[config.mk]
export PLATFORM = sky130hd
export DESIGN_NAME = mac_dot_seq_flat
export DESIGN_NICKNAME = d
export VERILOG_FILES = /design/src/rtl/mac_dot_seq_if.sv /design/src/rtl/mac_dot_seq.sv /design/src/flat_wrapper.sv
export SDC_FILE = /design/constraint.sdc
export NUM_CORES = 1
export LEC_CHECK = 0
export CORE_MARGIN = 1
export CORE_UTILIZATION = 55
export CTS_CLUSTER_SIZE = 20
export DETAILED_ROUTE_END_ITERATION = 8
export PLACE_DENSITY = 0.93
export SYNTH_ARGS = -nofsm -noshare
export SYNTH_HDL_FRONTEND = slang
export SYNTH_SLANG_ARGS = --single-unit
[constraint.sdc]
create_clock -name clk -period 4.2 [get_ports clk]
set_input_delay 0.84 -clock clk [delete_from_list [all_inputs] [get_ports clk]]
set_output_delay 0.84 -clock clk [all_outputs]
set_load 0.05 [all_outputs]
[src/rtl/mac_dot_seq_if.sv]
// Operand, mac_pipe and result signals of mac_dot_seq bundled in one interface.
// The sequencer connects through the slave modport; its environment uses master.
interface mac_dot_seq_if #(
   parameter int A_W   = 8,
   parameter int B_W   = 8,
   parameter int ACC_W = 24,
   parameter int CNT_W = 16
);
   // Handshakes: a transfer happens on a rising clk edge where valid && ready;
   // the sender holds payload stable while valid is high and ready is low.
   logic             s_valid;
   logic             s_ready;
   logic [A_W-1:0]   s_a;
   logic [B_W-1:0]   s_b;
   logic             s_last;
   logic             mac_in_valid;
   logic [A_W-1:0]   mac_a;
   logic [B_W-1:0]   mac_b;
   logic [ACC_W-1:0] mac_acc_in;
   logic             mac_out_valid;
   logic [ACC_W-1:0] mac_y;
   logic             res_valid;
   logic             res_ready;
   logic [ACC_W-1:0] res_data;
   logic [CNT_W-1:0] res_count;
   logic             err_unexp;
   logic [1:0]       dbg_state;

   modport slave (
      input  s_valid, s_a, s_b, s_last, mac_out_valid, mac_y, res_ready,
      output s_ready, mac_in_valid, mac_a, mac_b, mac_acc_in,
             res_valid, res_data, res_count, err_unexp, dbg_state
   );

   modport master (
      output s_valid, s_a, s_b, s_last, mac_out_valid, mac_y, res_ready,
      input  s_ready, mac_in_valid, mac_a, mac_b, mac_acc_in,
             res_valid, res_data, res_count, err_unexp, dbg_state
   );
endinterface

[src/rtl/mac_dot_seq.sv]
// Dot-product sequencer for mac_pipe: rotates MAC_LAT partial-sum lanes so
// back-to-back operand pairs never stall, then drains, reduces and reports.
module mac_dot_seq #(
   parameter int A_W     = 8,
   parameter int B_W     = 8,
   parameter int ACC_W   = 24,
   parameter int MAC_LAT = 3,
   parameter int CNT_W   = 16
) (
   input logic         clk,
   input logic         rst,
   mac_dot_seq_if.slave bus
);
   localparam int IDX_W = (MAC_LAT > 1) ? $clog2(MAC_LAT) : 1;
   localparam int INF_W = $clog2(MAC_LAT + 2);
   localparam logic [IDX_W-1:0] IDX_MAX = IDX_W'(MAC_LAT - 1);

   typedef enum logic [1:0] {
      ACCUM  = 2'd0,
      DRAIN  = 2'd1,
      REDUCE = 2'd2,
      OUT    = 2'd3
   } state_t;

   state_t           state, state_next;
   logic [ACC_W-1:0] lane [MAC_LAT];
   logic [IDX_W-1:0] tag_line [MAC_LAT];
   logic [IDX_W-1:0] idx;
   logic [IDX_W-1:0] tag_out;
   logic [CNT_W-1:0] count;
   logic [INF_W-1:0] inflight, inflight_next;
   logic [ACC_W-1:0] lane_sum;
   logic [ACC_W-1:0] res_data_q;
   logic [CNT_W-1:0] res_count_q;
   logic             err_q;
   logic             issue, ret;

   assign issue   = bus.s_valid && bus.s_ready;
   assign tag_out = tag_line[MAC_LAT-1];
   // A return with nothing in flight is stray: it is flagged, never written.
   assign ret     = bus.mac_out_valid && (inflight != '0);
   assign inflight_next = inflight + INF_W'(issue) - INF_W'(ret);

   assign bus.mac_in_valid = issue;
   assign bus.mac_a        = bus.s_a;
   assign bus.mac_b        = bus.s_b;
   // The lane being issued may be returning this very cycle; take the fresh sum.
   assign bus.mac_acc_in   = (ret && tag_out == idx) ? bus.mac_y : lane[idx];
   assign bus.res_data     = res_data_q;
   assign bus.res_count    = res_count_q;
   assign bus.err_unexp    = err_q;
   assign bus.dbg_state    = state;

   always_comb begin
      lane_sum = '0;
      for (int i = 0; i < MAC_LAT; i++) lane_sum = lane_sum + lane[i];
   end

   always_comb begin
      state_next    = state;
      bus.s_ready   = 1'b0;
      bus.res_valid = 1'b0;
      case (state)
         ACCUM: begin
            bus.s_ready = 1'b1;
            if (issue && bus.s_last) state_next = DRAIN;
         end
         DRAIN:  if (inflight_next == '0) state_next = REDUCE;
         REDUCE: state_next = OUT;
         OUT: begin
            bus.res_valid = 1'b1;
            if (bus.res_ready) state_next = ACCUM;
         end
         default: state_next = ACCUM;
      endcase
   end

   always_ff @(posedge clk) begin
      if (rst) begin
         state       <= ACCUM;
         idx         <= '0;
         count       <= '0;
         inflight    <= '0;
         res_data_q  <= '0;
         res_count_q <= '0;
         err_q       <= 1'b0;
         for (int i = 0; i < MAC_LAT; i++) begin
            lane[i]     <= '0;
            tag_line[i] <= '0;
         end
      end else begin
         state    <= state_next;
         inflight <= inflight_next;
         // Shifts every cycle so a tag lines up with its result exactly MAC_LAT later.
         tag_line[0] <= idx;
         for (int i = 1; i < MAC_LAT; i++) tag_line[i] <= tag_line[i-1];
         if (ret) lane[tag_out] <= bus.mac_y;
         if (bus.mac_out_valid && inflight == '0) err_q <= 1'b1;
         if (issue) begin
            idx   <= (idx == IDX_MAX) ? '0 : idx + 1'b1;
            count <= count + 1'b1;
         end
         if (state == REDUCE) begin
            res_data_q  <= lane_sum;
            res_count_q <= count;
         end
         if (state == OUT && bus.res_ready) begin
            idx   <= '0;
            count <= '0;
            for (int i = 0; i < MAC_LAT; i++) lane[i] <= '0;
         end
      end
   end
endmodule

[src/flat_wrapper.sv]
// flat-port wrapper written by rule: the top's interface ports become plain ports
module mac_dot_seq_flat 
#(
   parameter int A_W     = 8,
   parameter int B_W     = 8,
   parameter int ACC_W   = 24,
   parameter int MAC_LAT = 3,
   parameter int CNT_W   = 16
)
  (clk, rst, bus_s_valid, bus_s_a, bus_s_b, bus_s_last, bus_mac_out_valid, bus_mac_y, bus_res_ready, bus_s_ready, bus_mac_in_valid, bus_mac_a, bus_mac_b, bus_mac_acc_in, bus_res_valid, bus_res_data, bus_res_count, bus_err_unexp, bus_dbg_state);
  mac_dot_seq_if #(.A_W(A_W), .B_W(B_W), .ACC_W(ACC_W), .CNT_W(CNT_W)) bus_i ();
  input logic clk;
  input logic rst;
  input wire logic [$bits(bus_i.s_valid)-1:0] bus_s_valid;
  input wire logic [$bits(bus_i.s_a)-1:0] bus_s_a;
  input wire logic [$bits(bus_i.s_b)-1:0] bus_s_b;
  input wire logic [$bits(bus_i.s_last)-1:0] bus_s_last;
  input wire logic [$bits(bus_i.mac_out_valid)-1:0] bus_mac_out_valid;
  input wire logic [$bits(bus_i.mac_y)-1:0] bus_mac_y;
  input wire logic [$bits(bus_i.res_ready)-1:0] bus_res_ready;
  output wire logic [$bits(bus_i.s_ready)-1:0] bus_s_ready;
  output wire logic [$bits(bus_i.mac_in_valid)-1:0] bus_mac_in_valid;
  output wire logic [$bits(bus_i.mac_a)-1:0] bus_mac_a;
  output wire logic [$bits(bus_i.mac_b)-1:0] bus_mac_b;
  output wire logic [$bits(bus_i.mac_acc_in)-1:0] bus_mac_acc_in;
  output wire logic [$bits(bus_i.res_valid)-1:0] bus_res_valid;
  output wire logic [$bits(bus_i.res_data)-1:0] bus_res_data;
  output wire logic [$bits(bus_i.res_count)-1:0] bus_res_count;
  output wire logic [$bits(bus_i.err_unexp)-1:0] bus_err_unexp;
  output wire logic [$bits(bus_i.dbg_state)-1:0] bus_dbg_state;
  assign bus_i.s_valid = bus_s_valid;
  assign bus_i.s_a = bus_s_a;
  assign bus_i.s_b = bus_s_b;
  assign bus_i.s_last = bus_s_last;
  assign bus_i.mac_out_valid = bus_mac_out_valid;
  assign bus_i.mac_y = bus_mac_y;
  assign bus_i.res_ready = bus_res_ready;
  assign bus_s_ready = bus_i.s_ready;
  assign bus_mac_in_valid = bus_i.mac_in_valid;
  assign bus_mac_a = bus_i.mac_a;
  assign bus_mac_b = bus_i.mac_b;
  assign bus_mac_acc_in = bus_i.mac_acc_in;
  assign bus_res_valid = bus_i.res_valid;
  assign bus_res_data = bus_i.res_data;
  assign bus_res_count = bus_i.res_count;
  assign bus_err_unexp = bus_i.err_unexp;
  assign bus_dbg_state = bus_i.dbg_state;
  mac_dot_seq #(.A_W(A_W), .B_W(B_W), .ACC_W(ACC_W), .MAC_LAT(MAC_LAT), .CNT_W(CNT_W)) u_core (.clk(clk), .rst(rst), .bus(bus_i));
endmodule
# After elaboration in Yosys (flattened, before gate mapping)
# Memories as Yosys holds them, arrays and structs flattened. A register that Yosys moved wholly into a read port is not among the register bits.
# Cells that the tools add are included.
# op_classes
n_addsub,6
eq_ne,11
n_mux,25
n_bitwise,15
n_reduce_logical,12
# op_table
operator,count
24-bit two-way mux,4
24-bit adder,2
2-bit two-way mux,9
16-bit by 1-bit adder with 16-bit output (second input constant),1
2-bit == test (second input constant),6
1-bit two-way mux,11
2-bit case mux with 4 select lines,1
1-bit bitwise AND,6
1-bit logical AND,6
3-bit logical NOT,2
1-bit OR,6
2-bit by 1-bit != test with 1-bit output (second input constant),2
3-bit by 1-bit adder with 3-bit output,1
1-bit NOT,3
3-bit AND reduction,1
3-bit nonzero test,1
3-bit by 1-bit subtractor with 3-bit output,1
2-bit by 1-bit adder with 2-bit output (second input constant),1
2-bit by 1-bit == test with 1-bit output (second input constant),1
2-bit == test,1
2-bit logical NOT,1
2-bit != test (second input constant),1
2-bit OR reduction,1
# word_totals
register_bits,64
ramBits,78
input_bits,46
out_inout_bits,86
n_memories,2
# memory_table
memory,depth,word_bits,rd,rd_clocked_by_memory_dff,wr,line_no,source
u_core.lane,3,24,4,1,4,mac_dot_seq.sv:26,logic [ACC_W-1:0] lane [MAC_LAT];
u_core.tag_line,3,2,3,0,3,mac_dot_seq.sv:27,logic [IDX_W-1:0] tag_line [MAC_LAT];

# Longest topological paths before layout
# depth
depth_word,10
mapped_depth,13
depth_no_buf,13

# Least setup slack after synthesis
# OpenSTA, ideal clock, no wires.
# synth_path
kind,input-to-reg
from,input port rst
to,memory u_core.lane[3][0] (enable)
setup_time_ps,440
t_arrival_ps,3256
required_time_ps,3760
setup_slack_ps,504
cell_stages,4
cell_sequence,buf_2 > buf_1 > buf_1 > nor3b_1
# synth_rtl
item,line_no,source
from (decl),flat_wrapper.sv:13,input logic rst;
to (decl),mac_dot_seq.sv:26,

# Final worst setup path
# layout_path
from,input port bus_mac_out_valid
to,output port bus_mac_acc_in[18]
# layout_between
elab_chain_len,3
# layout_lines
item,line_no,source
from (decl),flat_wrapper.sv:18,input wire logic [$bits(bus_i.mac_out_valid)-1:0] bus_mac_out_valid;
1-bit logical AND,mac_dot_seq.sv:41,assign ret = bus.mac_out_valid && (inflight != '0);
1-bit logical AND,mac_dot_seq.sv:48,assign bus.mac_acc_in = (ret && tag_out == idx) ? bus.mac_y : lane[idx];
24-bit two-way mux,mac_dot_seq.sv:48,
to (decl),flat_wrapper.sv:25,output wire logic [$bits(bus_i.mac_acc_in)-1:0] bus_mac_acc_in;
# No other way between the ends.

==> flow_summary.yaml <==
detailed_routing:
  wl_per_cell_um: 19.5
  vias_per_cell: 5.85
  wl_mm: 20.2
  dr_total_vias: 6071
  drtIter0Drc: 443
  antenna_left: 0
  drtPass1Iterations: 5
  drcViolationCount: 0
final_layout:
  final_util_pct: 68.3
  final_area_mm2: 0.0105
  nFillCells: 1091
  layout-drive-gt1-share_pct: 16.9
  diodes: 0
  finalNetCount: 914
  syn2layout_area_growth_pct: 19.7
sta:
  final.min_clock_period_ns: 3.56
  fin_tns_setup_ns: 0
  clock.fmax_mhz: 281
  hold_viol_final: 0
  slew_viol_final: 0
  fin_skew_ns: 0.0138
  setup-violations-final: 0
  worstMarginPinSlew_ns: 0.997
  rsz0062_at_grt: "no"
  period_share_pct: 84.8
  maxSlewHeadroom_pct: 33.3
outcome:
  outcome: "finished, final reports clean"
cts:
  cts_sinks: 168
  cts_hold_buf: 0
  h-tree-depth: 4
  clkTransAtPathRegs_ns: 0.07
  cts_tree: "built"
  cts_setup_buffers: 0
  cts_buffers: 17
  cts_root_buf: "clkbuf_16"
  ctsResizeCount: 0
  ctsLongestPathBuffers: 2
  clk_latency_ns: 0.43
setup_path:
  path_cells: "clkdlybuf4s50_1 -> nor2b_1 -> buf_4 -> and3_1 -> buf_4 -> mux2_2 -> buf_4"
  endpoint: "bus_mac_acc_in[18]"
  cp_top_family: "buffers and inverters"
  worstPathRequired_ns: 3.36
  path_class: "in -> out"
  cp_max_fo: 24
  path_buf_inv: 4
  r2r_end: "u_core.bus.res_data[19]$_SDFFE_PP0P_"
  cpMostUsedCell: "buf_4"
  critPathSlowestCell: "clkdlybuf4s50_1"
  crit_start: "bus_mac_out_valid"
  reg2reg_slack_ns: 0.89
  cp.depth: 7
  cp.arrival_ns: 2.72
  start_kind: "input port"
  r2r-start: "u_core.lane[2][1]$_SDFFCE_PN0P_"
  r2r_cells: 11
  end_kind: "output port"
  slowest_delay_ns: 0.48
floorplan:
  die_y_um: 129
  ios: 132
  core-area_mm2: 0.0154
  initial_core_util_pct: 57.1
  rows: 45
  die_area_mm2: 0.0165
  fp.dieW_um: 129
place:
  place_area_mm2: 0.00992
  dp_hpwl_mm: 13.5
  place_congestion: 0.925
  port_buffers: 99
global_routing:
  grt_use_total_pct: 26.0
  gr-total-overflow: 0
  grt_max_degree: 40
  grt_pass1_vias: 6076
  grt_pass1_wl_mm: 32.0
  antenna_found_initial: 0
logic_synthesis:
  synthArstFlopShare_pct: 0
  synth_ff_type: "edfxtp_1"
  syn_area_mm2: 0.00881
  avgSynthCellArea_um2: 12.1
  synth-edff-count: 96
  synth-warning-count: 0
  synthCells: 727
  ys_seq_elements: 168
  syn-num-nets: 828
  synth-seq-area-share_pct: 49.1
  ys_types: 67
power_and_ir_drop:
  p_leak_nw: 3.98
  cellPowerDensity_mw_per_mm2: 621
  total_power_w: 0.00654
  ir_drop_mv: 0.465
worst_hold_path:
  hold_path.class: "reg -> reg"
job:
  drv_cap: 0
[worst min path at each step]
stage	cells after the start	startpoint	slack, ns	end
finish	1	u_core.tag_line[0][3]$_SDFF_PP0_	0.44	u_core.tag_line[0][5]$_SDFF_PP0_
global route	1	u_core.tag_line[0][1]$_SDFF_PP0_	0.46	u_core.tag_line[0][3]$_SDFF_PP0_
floorplan	1	u_core.tag_line[0][0]$_SDFF_PP0_	0.41	u_core.tag_line[0][2]$_SDFF_PP0_
global placement	1	u_core.tag_line[0][3]$_SDFF_PP0_	0.42	u_core.tag_line[0][5]$_SDFF_PP0_
detailed placement	1	u_core.tag_line[0][3]$_SDFF_PP0_	0.43	u_core.tag_line[0][5]$_SDFF_PP0_
CTS	1	u_core.tag_line[0][1]$_SDFF_PP0_	0.44	u_core.tag_line[0][3]$_SDFF_PP0_
[cell usage in the layout (no fill, tap or decap), types with 6 or more instances in the layout]
master            n
a21oi_1          24
nand3_1          11
o21ai_0           7
and3_1            6
nor2b_1          12
clkbuf_16        21
mux2_2           24
nand4_1           6
nor3_1           12
a21o_1            6
xor2_1           18
xnor2_1          15
edfxtp_1         96
mux4_2           24
and2_1           73
ha_1             29
buf_4            36
nor2_1           58
mux2i_1          27
fa_1             25
nand2_1          37
dfxtp_1          72
inv_1            17
clkdlybuf4s50_1  74
[synth_stat cells, types with 3 or more instances]
cell type	count	share of area, %
inv_1	17	0.72
clkinv_1	3	0.13
edfxtp_1	96	33
a21oi_1	24	1.4
mux4_2	24	6.1
dfxtp_1	72	16
nor2b_1	12	0.85
clkbuf_1	20	0.85
buf_1	5	0.21
mux2i_1	27	3.1
o21bai_1	3	0.26
and3_1	6	0.43
nand3b_1	3	0.26
xor2_1	18	1.8
a22o_1	4	0.40
nand4_1	6	0.43
buf_2	5	0.28
o21a_1	5	0.43
a21o_1	6	0.51
ha_1	30	4.3
nor2_1	58	2.5
a221o_1	3	0.34
and2_1	73	5.2
a31oi_1	4	0.28
buf_4	16	1.4
fa_1	25	5.7
mux2_2	24	3.1
nor3_1	14	0.80
xnor2_1	15	1.5
o21ai_0	8	0.45
nand2_1	37	1.6
nand3_1	11	0.63
a211oi_1	5	0.43
o211ai_1	4	0.34
[state kept, by name (all words and copies together), names as in the netlist, named ones only]
| name | count |
|---|---|
| u_core.bus.err_unexp | 1 |
| u_core.bus.res_data | 24 |
| u_core.tag_line | 6 |
| u_core.bus.res_count | 16 |
| u_core.inflight | 3 |
| u_core.lane | 96 |
| u_core.bus.dbg_state | 2 |
| u_core.idx | 2 |
| u_core.count | 16 |
[area by class of cell]
cell class              instances  area [um^2]  area share, %
clock buffers                  21          526           4.99
well taps                     211          264           2.51
multi-input cells             493         4200           39.9
clock inverters                11         92.6          0.879
repair buffers                113         1060           10.0
inverters                      20         75.1          0.712
flip-flops and latches        168         4320           41.0
[layer usage]
metal	up-vias	share of wire [%]	GRT usage [%]
li1	2778	-	-
met1	2962	42	32.9
met2	278	49	43.4
met5	-	0	0
met4	0	2.8	10.7
met3	53	6.7	5.82
[kinds of logic (layout without fill, tap and decap cells)]
group | count (synthesis) | after routing | share of synthesized area (%)
compound gates | 92 | 92 | 7.67
xor+xnor | 33 | 33 | 3.28
fa+ha+maj | 55 | 55 | 9.95
buf+inv | 66 | 165 | 3.57
flops | 168 | 168 | 49.1
mux | 75 | 75 | 12.3
simple gates | 238 | 238 | 14.2
[report_power, final]
group / leakage (nW) / switching [W] / internal [W]
Sequential: 1.55 / 0.000132 / 0.00193
Clock: 0.305 / 0.000685 / 0.000915
Combinational: 2.13 / 0.00179 / 0.00109
Total: 3.98 / 0.00261 / 0.00394
[metrics by stage]
stage          hold WS [ns]  instances  worst slack, ns
5_1_grt               0.464       1037            0.576
4_1_cts               0.442       1037            0.651
3_3_place_gp          0.419       1005            0.718
6_report              0.443       1037            0.640
3_5_place_dp          0.427       1005            0.669
2_1_floorplan         0.414        727            0.504
Power figures use the tool's default switching activity.
